$ cat src/rtl/perspective_projector.sv
// Sequential perspective projector: maps path distance onto the vanishing-point line
// with one shared restoring divider. Optional round-half-up quotients via PROJECTOR_ROUND_EN.
module perspective_projector #(
  parameter int unsigned S         = 20,
  parameter int unsigned SIZE_NEAR = 24,
  parameter int unsigned CW        = 11,
  parameter int unsigned DW        = 12,
  parameter int unsigned SW        = 8,
  parameter int unsigned NW        = 16,
  parameter int unsigned TAG_W     = 4
) (
  input  logic             clk,
  input  logic             reset,
  input  logic             in_valid,
  output logic             in_ready,
  input  logic [DW-1:0]    distance,
  input  logic [CW-1:0]    x0,
  input  logic [CW-1:0]    y0,
  input  logic [CW-1:0]    x1,
  input  logic [CW-1:0]    y1,
  input  logic [TAG_W-1:0] tag_in,
  output logic             out_valid,
  input  logic             out_ready,
  output logic [CW-1:0]    x,
  output logic [CW-1:0]    y,
  output logic [SW-1:0]    size,
  output logic [TAG_W-1:0] tag_out
);

  localparam int unsigned DDW   = DW + 1;
  localparam int unsigned CNT_W = (NW > 1) ? $clog2(NW) : 1;

  typedef enum logic [2:0] {IDLE, LOAD, DIV_Y, DIV_X, DIV_S, DONE} state_t;

  state_t state, state_next;

  logic [DDW-1:0]   d_reg;
  logic [CW-1:0]    dy_reg, dx_reg, x0_reg, y0_reg;
  logic             sy_reg, sx_reg;
  logic [TAG_W-1:0] tag_reg;
  logic [NW-1:0]    num_reg;
  logic [DDW-1:0]   rem_reg;
  logic [CNT_W-1:0] cnt;
  logic [CW-1:0]    ny_reg, nx_reg;

  logic             accept, last;
  logic [DDW:0]     trial, diff;
  logic             qbit;
  logic [DDW-1:0]   rem_next;
  logic [NW-1:0]    quo_next;
  logic [NW-1:0]    rnd, num_y, num_x, num_s;
  logic [NW-1:0]    ny_lim, nx_lim, q_lim;
  logic [SW-1:0]    size_sat;

  assign in_ready = (state == IDLE);
  assign accept   = in_valid && (state == IDLE);
  assign last     = (cnt == CNT_W'(NW - 1));

  // One restoring step: shift in the next numerator bit, subtract if it fits
  assign trial    = {rem_reg, num_reg[NW-1]};
  assign diff     = trial - {1'b0, d_reg};
  assign qbit     = ~diff[DDW];
  assign rem_next = qbit ? diff[DDW-1:0] : trial[DDW-1:0];
  assign quo_next = {num_reg[NW-2:0], qbit};

`ifdef PROJECTOR_ROUND_EN
  assign rnd    = NW'(d_reg >> 1);
  assign ny_lim = (quo_next > NW'(dy_reg)) ? NW'(dy_reg) : quo_next;
  assign nx_lim = (quo_next > NW'(dx_reg)) ? NW'(dx_reg) : quo_next;
`else
  assign rnd    = '0;
  assign ny_lim = quo_next;
  assign nx_lim = quo_next;
`endif
  assign q_lim    = quo_next;
  assign size_sat = (q_lim > NW'(2 ** SW - 1)) ? {SW{1'b1}} : SW'(q_lim);

  assign num_y = NW'(S) * NW'(dy_reg) + rnd;
  assign num_x = NW'(S) * NW'(dx_reg) + rnd;
  assign num_s = NW'(S * SIZE_NEAR) + rnd;

  // State register
  always_ff @(posedge clk or posedge reset) begin
    if (reset) state <= IDLE;
    else       state <= state_next;
  end

  // Next-state logic
  always_comb begin
    state_next = state;
    case (state)
      IDLE:    if (in_valid) state_next = LOAD;
      LOAD:    state_next = DIV_Y;
      DIV_Y:   if (last) state_next = DIV_X;
      DIV_X:   if (last) state_next = DIV_S;
      DIV_S:   if (last) state_next = DONE;
      DONE:    if (out_ready) state_next = IDLE;
      default: state_next = IDLE;
    endcase
  end

  // Operand capture, divider datapath and result registers
  always_ff @(posedge clk or posedge reset) begin
    if (reset) begin
      d_reg     <= '0;
      dy_reg    <= '0;
      dx_reg    <= '0;
      x0_reg    <= '0;
      y0_reg    <= '0;
      sy_reg    <= 1'b0;
      sx_reg    <= 1'b0;
      tag_reg   <= '0;
      num_reg   <= '0;
      rem_reg   <= '0;
      cnt       <= '0;
      ny_reg    <= '0;
      nx_reg    <= '0;
      out_valid <= 1'b0;
      x         <= '0;
      y         <= '0;
      size      <= '0;
      tag_out   <= '0;
    end else begin
      if (accept) begin
        d_reg   <= DDW'(distance) + DDW'(S);
        dy_reg  <= (y1 >= y0) ? (y1 - y0) : (y0 - y1);
        dx_reg  <= (x1 >= x0) ? (x1 - x0) : (x0 - x1);
        sy_reg  <= (y1 < y0);
        sx_reg  <= (x1 < x0);
        x0_reg  <= x0;
        y0_reg  <= y0;
        tag_reg <= tag_in;
      end
      case (state)
        LOAD: begin
          num_reg <= num_y;
          rem_reg <= '0;
          cnt     <= '0;
        end
        DIV_Y, DIV_X, DIV_S: begin
          num_reg <= quo_next;
          rem_reg <= rem_next;
          cnt     <= cnt + CNT_W'(1);
          if (last) begin
            rem_reg <= '0;
            cnt     <= '0;
            if (state == DIV_Y) begin
              ny_reg  <= CW'(ny_lim);
              num_reg <= num_x;
            end else if (state == DIV_X) begin
              nx_reg  <= CW'(nx_lim);
              num_reg <= num_s;
            end else begin
              y         <= sy_reg ? (y0_reg - ny_reg) : (y0_reg + ny_reg);
              x         <= sx_reg ? (x0_reg - nx_reg) : (x0_reg + nx_reg);
              size      <= size_sat;
              tag_out   <= tag_reg;
              out_valid <= 1'b1;
            end
          end
        end
        DONE: if (out_ready) out_valid <= 1'b0;
        default: ;
      endcase
    end
  end

endmodule

$ cat config.mk
export PLATFORM = sky130hd
export DESIGN_NAME = perspective_projector
export DESIGN_NICKNAME = d
export VERILOG_FILES = /design/src/rtl/perspective_projector.sv
export SDC_FILE = /design/constraint.sdc
export NUM_CORES = 1
export LEC_CHECK = 0
export BUFFER_PORTS_ARGS = -buffer_cell sky130_fd_sc_hd__buf_4
export CAP_MARGIN = 20
export CORE_AREA = 4 4 196 198
export CTS_CLUSTER_DIAMETER = 40
export DETAILED_ROUTE_END_ITERATION = 12
export DIE_AREA = 0 0 200 202
export PLACE_DENSITY_LB_ADDON = 0.08
export SLEW_MARGIN = 30
export SYNTH_ARGS = -nofsm -noshare
export SYNTH_HDL_FRONTEND = slang
export SYNTH_SLANG_ARGS = --single-unit
$ cat constraint.sdc
create_clock -name clk -period 6.65 [get_ports clk]
set_clock_uncertainty 0.15 [all_clocks]
set_input_delay 0.665 -clock clk [delete_from_list [all_inputs] [get_ports clk]]
set_output_delay 0.665 -clock clk [all_outputs]
set_load 0.005 [all_outputs]
==> impl_metrics.csv <==
group,metric,value,unit
final_layout,area.growth.synth_to_final,17.0,%
synthesis,async_reset_ff_share,100,%
detailed_routing,post_drt_via_cell_ratio,4.80,
detailed_routing,drtAntennaViolNets,0,
clock_tree,tritoncts,"done",
detailed_routing,wl_per_cell,17.0,µm
floorplan,rows,70,
final_layout,antennaDiodeCount,0,
job,drv_cap,0,
setup_path,crit_slowest_cell,"a2111oi_0",
grt,grt_start_max_net_pins,95,
sta,tns,0,ns
synthesis,synth.cell_area,0.0109,mm²
setup_path,path_class,"reg -> reg",
clock_tree,cts_buffers,17,
pwr,p_switching,0.553,mW
sta,whs,0.175,ns
sta,setup_ws,3.37,ns
pwr,clock_power_share,46.1,%
sta,drv_slew,0,
final_layout,layout-drive-gt1-share,14.2,%
grt,track_usage,15.0,%
min_path,hp-class,"in -> async",
grt,gr-total-overflow,0,
placed_design,port_buffers,99,
sta,final_hold_viol_count,0,
detailed_routing,vias,8428,
final_layout,final_cell_mix,"nand2_1, dfrtp_1, o21ai_0",
floorplan,die_area,0.0404,mm²
synthesis,syn_area_per_cell,9.10,µm²
setup_path,endpoint_kind,"flip-flop",
grt,antenna_found_initial,0,
status,status,"finished clean",
clock_tree,cts.hold.buffers_added,0,
floorplan,die_w,200,µm
detailed_routing,route.detailed.drc,0,
sta,worstMarginPinSlew,0.956,ns
setup_path,worstPathCellList,"inv_1 > ha_1 > fa_1 > nor2b_1 > o31a_2 > o41ai_1 > o21ai_0 > a2111oi_0 > nor3_1 > xor2_1 > mux2i_1 > o22ai_1",
floorplan,die_h,202,µm
pwr,power_density,175,mW/mm²
placed_design,hpwl,22900,µm
pwr,pwr-share-comb,11.2,%
clock_tree,cts_sinks,156,
setup_path,start_kind,"flip-flop",
sta,setup_violations,0,
setup_path,crit_cells,12,
pwr,seq_power_share,42.7,%
pwr,leakage,6.16,nW
detailed_routing,dr.pass1.iters,7,
pwr,vdd.ir_drop.worst,0.000147,V
setup_path,cpPeakStageDelay,0.47,ns
sta,period_needed,3.28,ns
pwr,switching_share,24.9,%
clock_tree,root_buffer,"clkbuf_16",
clock_tree,path_clk_slew,0.07,ns
grt,grt_pass1_vias,8431,
synthesis,synth_cell_types,70,
sta,period_share,49.3,%
synthesis,ys_seq_area_share,35.9,%
placed_design,place_ws,3.07,ns
detailed_routing,drt_iter0_drc,434,
floorplan,fp.coreArea,0.0365,mm²
synthesis,synth_edf_count,0,
floorplan,start_util,29.7,%
detailed_routing,wl,29800,µm
sta,slew_headroom,36.0,%
clock_tree,worstSkewPairLatency,0.43,ns
setup_path,arrival,3.41,ns
synthesis,ys.flop_type,"dfrtp_1",
placed_design,gp_congestion,0.788,
final_layout,layout_commonest_cell,"nand2_1",
setup_path,rr_worst_depth,12,
synthesis,yosys_warnings,0,
sta,max_freq,305,MHz
pwr,internal-power,1.67,mW
final_layout,largest_reg_flops,16,
synthesis,syn_nets,1382,
clock_tree,cts_setup_buffers,0,
clock_tree,htree_levels,4,
setup_path,worstPathRequired,6.78,ns
clock_tree,cts_resized,0,
setup_path,critPathTopFamily,"compound AO/OA/AOI/OAI gates",
setup_path,cp_max_fo,3,
synthesis,synthCells,1194,
clock_tree,cts.path.max_buffers,2,
sta,rsz0062_at_grt,"no",
final_layout,nNetsFinal,1463,
floorplan,ios,100,
setup_path,critPathBufInv,1,
grt,grt_first_pass_wirelength,47900,µm
synthesis,synth-seq-cells,156,
==> logic make-up after synthesis <==
| group | Yosys count | share of synthesized area (%) |
|---|---|---|
| xor+xnor | 83 | 6.86 |
| buf+inv | 134 | 4.87 |
| mux | 54 | 5.33 |
| fa+ha+maj | 124 | 14.9 |
| compound gates | 315 | 18.3 |
| simple gates | 328 | 13.8 |
| flops | 156 | 35.9 |
==> final cells by class <==
cell class / count / area, µm²
Multi-Input combinational cell: 904 / 6460
Clock inverter: 10 / 139
Tap cell: 468 / 586
Timing Repair Buffer: 105 / 801
Sequential cell: 156 / 3900
Fill cell: 3813 / 23800
Inverter: 91 / 349
Clock buffer: 22 / 464
==> final timing paths <==
path,start,endpoint,slack (ns)
setup / recovery,num_reg[15]$_DFFE_PP0P_,rem_reg[12]$_DFFE_PP0P_,3.37
hold reg to reg,tag_reg[3]$_DFFE_PP0P_,tag_out[3]$_DFFE_PP0P_,0.31
min in group clk,tag_reg[3]$_DFFE_PP0P_,tag_out[3]$_DFFE_PP0P_,0.31
max in group asynchronous,reset,dx_reg[6]$_DFFE_PP0P_,5.03
setup reg to reg,num_reg[15]$_DFFE_PP0P_,rem_reg[12]$_DFFE_PP0P_,3.37
hold / removal,reset,d_reg[0]$_DFFE_PP0P_,0.17
==> cell usage after synthesis (6+ instances only) <==
library cell,instances,share of area [%]
and3_1,10,0.58
o21a_1,9,0.62
a21o_1,28,1.9
a31oi_1,8,0.46
a22oi_1,8,0.55
inv_1,91,3.1
nor3_1,22,1.0
nor2_1,50,1.7
fa_1,9,1.7
dfrtp_1,156,36
o21ai_1,8,0.37
a21oi_1,60,2.8
mux2_2,22,2.3
o22ai_1,10,0.58
nor2b_1,16,0.92
nor3b_1,7,0.48
a221oi_1,6,0.48
xnor2_1,54,4.4
mux2i_1,29,2.7
o22a_1,8,0.64
nand2_1,170,5.9
clkbuf_1,35,1.2
ha_1,115,13
xor2_1,28,2.3
nor4_1,6,0.35
nand3_1,13,0.60
o21ai_0,119,5.5
nand2b_1,18,1.0
==> power by group through the flow <==
stage / combinational (mW) / clock (mW) / sequential (mW)
after CTS: 0.251 / 1.06 / 0.949
final: 0.248 / 1.03 / 0.949
after global placement: 0.251 / 0 / 0.967
after detailed placement: 0.250 / 0 / 0.967
after floorplan: 0.166 / 0 / 0.967
after global routing: 0.279 / 1.10 / 0.948
==> worst reg2reg max path: cells and delay by family, from the launching register on <==
family                   cells  cell delay, ns
flip-flops                   1            0.42
XOR/XNOR                     1            0.16
AND/OR/NAND/NOR              2            0.22
multiplexers                 1            0.14
AO/OA/AOI/OAI                5            1.49
buffers and inverters        1            0.09
adder cells (fa/ha/maj)      2            0.48
==> per-stage QoR <==
stage / utilization, % / power [mW] / instance area [µm²] / cells
after global routing: 34.8 / 2.33 / 12700 / 1756
final: 34.8 / 2.22 / 12700 / 1756
after floorplan: - / 1.13 / 10900 / 1194
after CTS: 34.7 / 2.26 / 12700 / 1755
after detailed placement: 33.1 / 1.22 / 12100 / 1723
after global placement: 33.1 / 1.22 / 12100 / 1723
==> metal layers <==
metal / track usage (%) / vias to the layer above / share of wire [%]
met2: 22.1 / 125 / 43
met5: 0 / - / 0
met4: 3.57 / 0 / 1.2
met1: 23.0 / 3960 / 53
met3: 2.02 / 19 / 2.8
li1: - / 4324 / -
Power figures use the tool's default switching activity.
